`src/rtl/noc_traffic_gen.sv`:
```
// Per-node NoC traffic generator and sink: injects timestamped packets toward a
// pattern-selected destination and accumulates receive count and latency statistics.
module noc_traffic_gen #(
  parameter int          X          = 10,
  parameter int          Y          = 10,
  parameter int          x_size     = 4,
  parameter int          y_size     = 4,
  parameter int          data_width = 256,
  parameter int          MY_X       = 0,
  parameter int          MY_Y       = 0,
  parameter int          HOT_X      = 0,
  parameter int          HOT_Y      = 0,
  parameter logic [31:0] SEED       = 32'hACE1_0001
) (
  input  logic                                clk,
  input  logic                                rst,
  input  logic                                start,
  input  logic [7:0]                          rate,
  input  logic [1:0]                          pattern_sel,
  input  logic [31:0]                         num_packets,
  output logic                                tx_valid,
  output logic [x_size+y_size+data_width-1:0] tx_data,
  input  logic                                tx_ready,
  input  logic                                rx_valid,
  input  logic [x_size+y_size+data_width-1:0] rx_data,
  output logic [31:0]                         sent_count,
  output logic [31:0]                         recv_count,
  output logic [31:0]                         misroute,
  output logic [47:0]                         lat_sum,
  output logic [31:0]                         lat_max,
  output logic                                busy,
  output logic                                done
);

  localparam int          HDR_W     = x_size + y_size;
  localparam int          PKT_W     = HDR_W + data_width;
  localparam logic [31:0] SEED_MIX  = SEED ^ 32'(MY_Y * X + MY_X);
  localparam logic [31:0] SEED_EFF  = (SEED_MIX == 32'd0) ? 32'd1 : SEED_MIX;
  localparam logic [31:0] LFSR_MASK = 32'h8020_0003;  // x^32+x^22+x^2+x+1, right-shift form

  localparam int TR_X = MY_Y % X;
  localparam int TR_Y = MY_X % Y;
  localparam int BC_X = X - 1 - MY_X;
  localparam int BC_Y = Y - 1 - MY_Y;
  localparam bit TR_SELF  = (TR_X == MY_X) && (TR_Y == MY_Y);
  localparam bit BC_SELF  = (BC_X == MY_X) && (BC_Y == MY_Y);
  localparam bit HOT_SELF = (HOT_X == MY_X) && (HOT_Y == MY_Y);

  typedef enum logic [1:0] {S_IDLE, S_RUN, S_DONE} state_t;

  state_t                state, state_nxt;
  logic [31:0]           cyc;
  logic [31:0]           lfsr, lfsr_next;
  logic [7:0]            timer;
  logic                  hs, slot_free, timer_hit, build;
  logic [31:0]           sent_inc;
  logic [x_size-1:0]     rnd_x, dst_x;
  logic [y_size-1:0]     rnd_y, dst_y;
  logic [data_width-1:0] payload;

  // NOTE: every always_comb output gets a default first so no path leaves it
  // unassigned, which would otherwise infer a latch.
  always_comb begin
    rnd_x = x_size'(lfsr[15:0] % 16'(X));
    rnd_y = y_size'(lfsr[31:16] % 16'(Y));
    if (rnd_x == x_size'(MY_X) && rnd_y == y_size'(MY_Y))
      rnd_x = x_size'((16'(rnd_x) + 16'd1) % 16'(X));
    dst_x = rnd_x;
    dst_y = rnd_y;
    case (pattern_sel)
      2'd1: if (!TR_SELF) begin
        dst_x = x_size'(TR_X);
        dst_y = y_size'(TR_Y);
      end
      2'd2: if (!BC_SELF) begin
        dst_x = x_size'(BC_X);
        dst_y = y_size'(BC_Y);
      end
      2'd3: if (!HOT_SELF) begin
        dst_x = x_size'(HOT_X);
        dst_y = y_size'(HOT_Y);
      end
      default: ;
    endcase
  end

  // A handshake in the same cycle frees the slot, so the sequence number of a
  // packet built then must already include the one being accepted.
  always_comb begin
    hs        = tx_valid && tx_ready;
    sent_inc  = sent_count + {31'd0, hs};
    slot_free = !tx_valid || hs;
    timer_hit = (timer <= 8'd1) || (rate <= 8'd1);
    build     = (state == S_RUN) && start && slot_free && timer_hit && (sent_inc < num_packets);
    lfsr_next = {1'b0, lfsr[31:1]} ^ (lfsr[0] ? LFSR_MASK : 32'd0);

    payload = '0;
    for (int i = 64; i < data_width; i++) payload[i] = lfsr[i % 32];
    payload[31:0]  = cyc;
    payload[63:32] = sent_inc;

    state_nxt = state;
    case (state)
      S_IDLE: if (start) state_nxt = (num_packets == 32'd0) ? S_DONE : S_RUN;
      S_RUN: begin
        if (slot_free && sent_inc >= num_packets) state_nxt = S_DONE;
        else if (slot_free && !start)             state_nxt = S_IDLE;
      end
      S_DONE: if (!start) state_nxt = S_IDLE;
      default: state_nxt = S_IDLE;
    endcase
  end

  // NOTE: sequential state uses non-blocking assignments only, so every
  // register samples pre-edge values regardless of statement order.
  always_ff @(posedge clk) begin
    if (rst) begin
      state      <= S_IDLE;
      cyc        <= 32'd0;
      lfsr       <= SEED_EFF;
      timer      <= 8'd0;
      tx_valid   <= 1'b0;
      tx_data    <= '0;
      sent_count <= 32'd0;
    end else begin
      state <= state_nxt;
      cyc   <= cyc + 32'd1;
      if (state == S_IDLE && start) begin
        sent_count <= 32'd0;
        timer      <= rate;
      end
      if (hs) sent_count <= sent_inc;
      if (build) begin
        tx_valid <= 1'b1;
        tx_data  <= {payload, dst_y, dst_x};
        lfsr     <= lfsr_next;
        timer    <= rate;
      end else begin
        if (hs) tx_valid <= 1'b0;
        // Timer stalls while a packet is blocked by the NoC.
        if (state == S_RUN && slot_free && timer != 8'd0) timer <= timer - 8'd1;
      end
    end
  end

  logic [x_size-1:0] rx_dx;
  logic [y_size-1:0] rx_dy;
  logic [31:0]       rx_lat;
  logic [48:0]       lat_acc;
  logic              unused_rx;

  always_comb begin
    rx_dx     = rx_data[x_size-1:0];
    rx_dy     = rx_data[x_size +: y_size];
    rx_lat    = cyc - rx_data[HDR_W +: 32];
    lat_acc   = {1'b0, lat_sum} + {17'd0, rx_lat};
    unused_rx = ^rx_data[PKT_W-1:HDR_W+32];
  end

  always_ff @(posedge clk) begin
    if (rst) begin
      recv_count <= 32'd0;
      misroute   <= 32'd0;
      lat_sum    <= 48'd0;
      lat_max    <= 32'd0;
    end else if (rx_valid) begin
      recv_count <= recv_count + 32'd1;
      lat_sum    <= lat_acc[48] ? {48{1'b1}} : lat_acc[47:0];
      if (rx_lat > lat_max) lat_max <= rx_lat;
      if (rx_dx != x_size'(MY_X) || rx_dy != y_size'(MY_Y)) misroute <= misroute + 32'd1;
    end
  end

  assign busy = (state == S_RUN);
  assign done = (state == S_DONE);

endmodule
```
`config.mk`:
```
export PLATFORM = sky130hd
export DESIGN_NAME = noc_traffic_gen
export DESIGN_NICKNAME = d
export VERILOG_FILES = /design/src/rtl/noc_traffic_gen.sv
export SDC_FILE = /design/constraint.sdc
export NUM_CORES = 1
export LEC_CHECK = 0
export ABC_AREA = 0
export BUFFER_PORTS_ARGS = -buffer_cell sky130_fd_sc_hd__buf_2
export CELL_PAD_IN_SITES_DETAIL_PLACEMENT = 1
export CELL_PAD_IN_SITES_GLOBAL_PLACEMENT = 1
export CORE_AREA = 2 2 294 296
export CTS_BUF_LIST = sky130_fd_sc_hd__clkbuf_16
export CTS_CLUSTER_DIAMETER = 50
export CTS_CLUSTER_SIZE = 30
export DETAILED_ROUTE_END_ITERATION = 6
export DIE_AREA = 0 0 296 298
export PLACE_DENSITY = 0.68
export SYNTH_ARGS = -nofsm -noshare
export SYNTH_HDL_FRONTEND = slang
export SYNTH_SLANG_ARGS = --single-unit
```
`constraint.sdc`:
```
create_clock -name clk -period 8.5 [get_ports clk]
set_input_delay 1.7 -clock clk [delete_from_list [all_inputs] [get_ports clk]]
set_output_delay 1.7 -clock clk [all_outputs]
set_load 0.005 [all_outputs]
```
==> impl_metrics.csv <==
group,metric,value,unit
clocking,clk_pin_slew,0.06,ns
timing,finalHoldViolations,0,
routing,vias,22800,
global_routing,grt_pass1_vias,22200,
hold_path,holdCritPathClass,"flop to flop",
synthesis,ys.warnings.count,0,
power_and_ir_drop,cellPowerDensity,196,nW/um2
synthesis,ys_seq_area_frac,0.286,
synthesis,synth_common_cells,"356 x nor2_1, 333 x dfxtp_1, 319 x nand2_1",
global_routing,grt_overflow,0,
critical_path,worst_setup_path_start_kind,"input port",
die,die_w,296,um
clocking,clock-sinks,333,
timing,worstMarginPinSlew,0.912,ns
power_and_ir_drop,peakVddDrop,0.211,mV
routing,drtIter0Drc,946,
critical_path,cp_top_family,"compound AO/OA/AOI/OAI gates",
synthesis,synth_top_cell_by_area,"dfxtp_1",
placed_design,hpwl,63200,um
die,ioPinCount,754,
routing,routed_via_density,5.02,
timing,finalCriticalPeriod,7.78,ns
timing,fin_skew,0.0809,ns
critical_path,worst-path-buf-inv,2,
timing,finalSetupViolCount,0,
die,rows,107,
clocking,clk_latency,0.65,ns
placed_design,dp_slack,-0.171,ns
critical_path,setup.worst_path.end_class,"flop",
placed_design,gp_congestion,0.855,
layout,nets,3796,
power_and_ir_drop,p_leak,0.0127,uW
routing,drt_wl_total,83000,um
clocking,cts_tree,"yes",
die,die_area,88200,um2
die,start_util,0.275,
synthesis,synth_nets,3501,
critical_path,critPathMaxFanout,8,
power_and_ir_drop,power,5470,uW
routing,drc,0,
clocking,htreeDepth,2,
synthesis,postSynthCellCount,3048,
timing,final.setup.worst_slack,0.716,ns
die,die_h,298,um
outcome,status,"finished, final reports clean",
clocking,cts_hold_buf,0,
synthesis,ys.flop_type,"dfxtp_1",
clocking,clock_path_buffers,3,
critical_path,cpMaxStageDelayCell,"a2111oi_0",
critical_path,cp.arrival,8.27,ns
clocking,postCtsSetupRepairBufs,0,
clocking,cts-root-buf,"clkbuf_16",
global_routing,grt_start_max_net_pins,125,
global_routing,grtUsageTotal,0.181,
layout,area_growth,19.9,%
synthesis,syn_area,23300,um2
critical_path,critical_path_class,"input port to flop",
synthesis,ys_ff_latch,333,
routing,final_antenna_net_count,0,
timing,slew_headroom,0.391,
timing,rsz0062_at_grt,"no",
clocking,cts_resized,0,
synthesis,synth_top_area_share,0.286,
clocking,cts_buffers,60,
global_routing,antenna_found_initial,14,
critical_path,required,8.98,ns
synthesis,syn_avg_cell_area,7.64,um2
synthesis,ys_types,118,
synthesis,synth_most_common_cell,"nor2_1",
critical_path,cpPeakStageDelay,0.68,ns
routing,dr.pass1.iters,5,
synthesis,synth-async-reset-ratio,0,
timing,clock.fmax,128,MHz
global_routing,grt_pass1_wl,128000,um
die,coreArea,84900,um2
job,maxCapViolations,0,
synthesis,ys_top_cells_by_area,"dfxtp_1 29%, ha_1 7.5%, buf_4 6.0%",
routing,wl_per_cell,18.3,um
timing,slew_violations,0,
layout,final_layout_size_suffix_gt1_frac,0.219,
timing,fin_crit_sh,0.916,
placed_design,io_buffers,529,
synthesis,synth-edff-count,0,
cell families (layout without fill, tap and decap cells):
| family | count (synthesis) | count (layout) | synth area share |
|---|---|---|---|
| simple gates | 1146 | 1146 | 0.233 |
| compound gates | 706 | 706 | 0.203 |
| buf+inv | 493 | 839 | 0.112 |
| flops | 333 | 333 | 0.286 |
| xor+xnor | 182 | 182 | 0.0684 |
| fa+ha+maj | 143 | 143 | 0.0774 |
| mux | 45 | 45 | 0.0200 |
| other cells | 0 | 8 | 0 |
worst register-to-register path: cells and delay by family (launching register included):
family                   cells  cell delay [ns]
AO/OA/AOI/OAI               18             4.20
adder cells (fa/ha/maj)      3             0.96
AND/OR/NAND/NOR              4             0.90
XOR/XNOR                     1             0.37
flip-flops                   1             0.35
buffers and inverters        2             0.13
where the power goes:
part / switching [uW] / internal (uW)
logic: 771 / 509
registers: 61.9 / 1620
clock network: 1010 / 1500
path summary, 6_finish.rpt:
check	startpoint	cells past startpoint	endpoint	slack, ns
max reg2reg	cyc[0]	28	lat_sum[45]	1.43
min reg2reg	tx_data[53]	2	tx_data[53]	0.45
max	rx_data[8]	28	lat_sum[45]	0.72
min	tx_data[53]	2	tx_data[53]	0.45
flip-flops by register name (all words and copies together), names as in the netlist:
signal and cells:
cyc 32, lat_max 32, lat_sum 48, lfsr 10
misroute 32, recv_count 32, sent_count 32, state 2
timer 8, tx_data 104, tx_valid 1
layer usage:
layer / share of wire / up-vias / track usage
met3: 0.081 / 104 / 0.0523
li1: - / 11200 / -
met1: 0.45 / 11000 / 0.238
met2: 0.45 / 504 / 0.291
met5: 0.00093 / - / 0
met4: 0.021 / 12 / 0.0440
cell type report:
| type | instances | area (um2) |
|---|---|---|
| fillers | 10500 | 56900 |
| multi-input cells | 2222 | 14000 |
| flip-flops and latches | 333 | 6670 |
| repair buffers | 571 | 3060 |
| clock buffers | 60 | 1500 |
| well taps | 1144 | 1430 |
| clock inverters | 53 | 639 |
| inverters | 155 | 582 |
| diodes | 8 | 20.0 |
metrics by stage:
stage | hold WS [ns] | instances | area, um2 | TNS [ns] | util
floorplan | 0.437 | 3048 | 23300 | 0 | -
global placement | 0.441 | 4425 | 25800 | 0 | 0.304
detailed placement | 0.445 | 4425 | 25800 | -0.572 | 0.304
CTS | 0.457 | 4538 | 27900 | 0 | 0.329
global route | 0.472 | 4541 | 27900 | 0 | 0.329
finish | 0.453 | 4546 | 27900 | 0 | 0.329
placed cells by master (no fill, tap or decap), types with 8 or more instances in the layout:
cell       count
o21ai_0      112
nand4_1       52
a31oi_1       14
diode_2        8
and2_1        17
a22oi_1       34
inv_1        153
nand2b_1      31
o21a_1        15
nand3_1       83
o211ai_1      15
a21oi_1      250
clkbuf_16     60
nor3_1        66
and3_1        64
a211oi_1      23
mux2i_1       42
xor2_1       107
or3_1         28
nor2b_1       34
o31ai_1       16
clkinv_8       9
a21o_1        24
inv_6         13
dfxtp_1      333
buf_2        528
a311oi_1      35
xnor2_1       75
and4_1         9
ha_1         140
o2111ai_1      8
o221ai_1      12
o21bai_1      19
nand2_1      319
or2_2          9
a211o_1        8
buf_4         35
nor2_1       355
nor4_1        30
No activity file was read; power rests on OpenSTA's default activity.
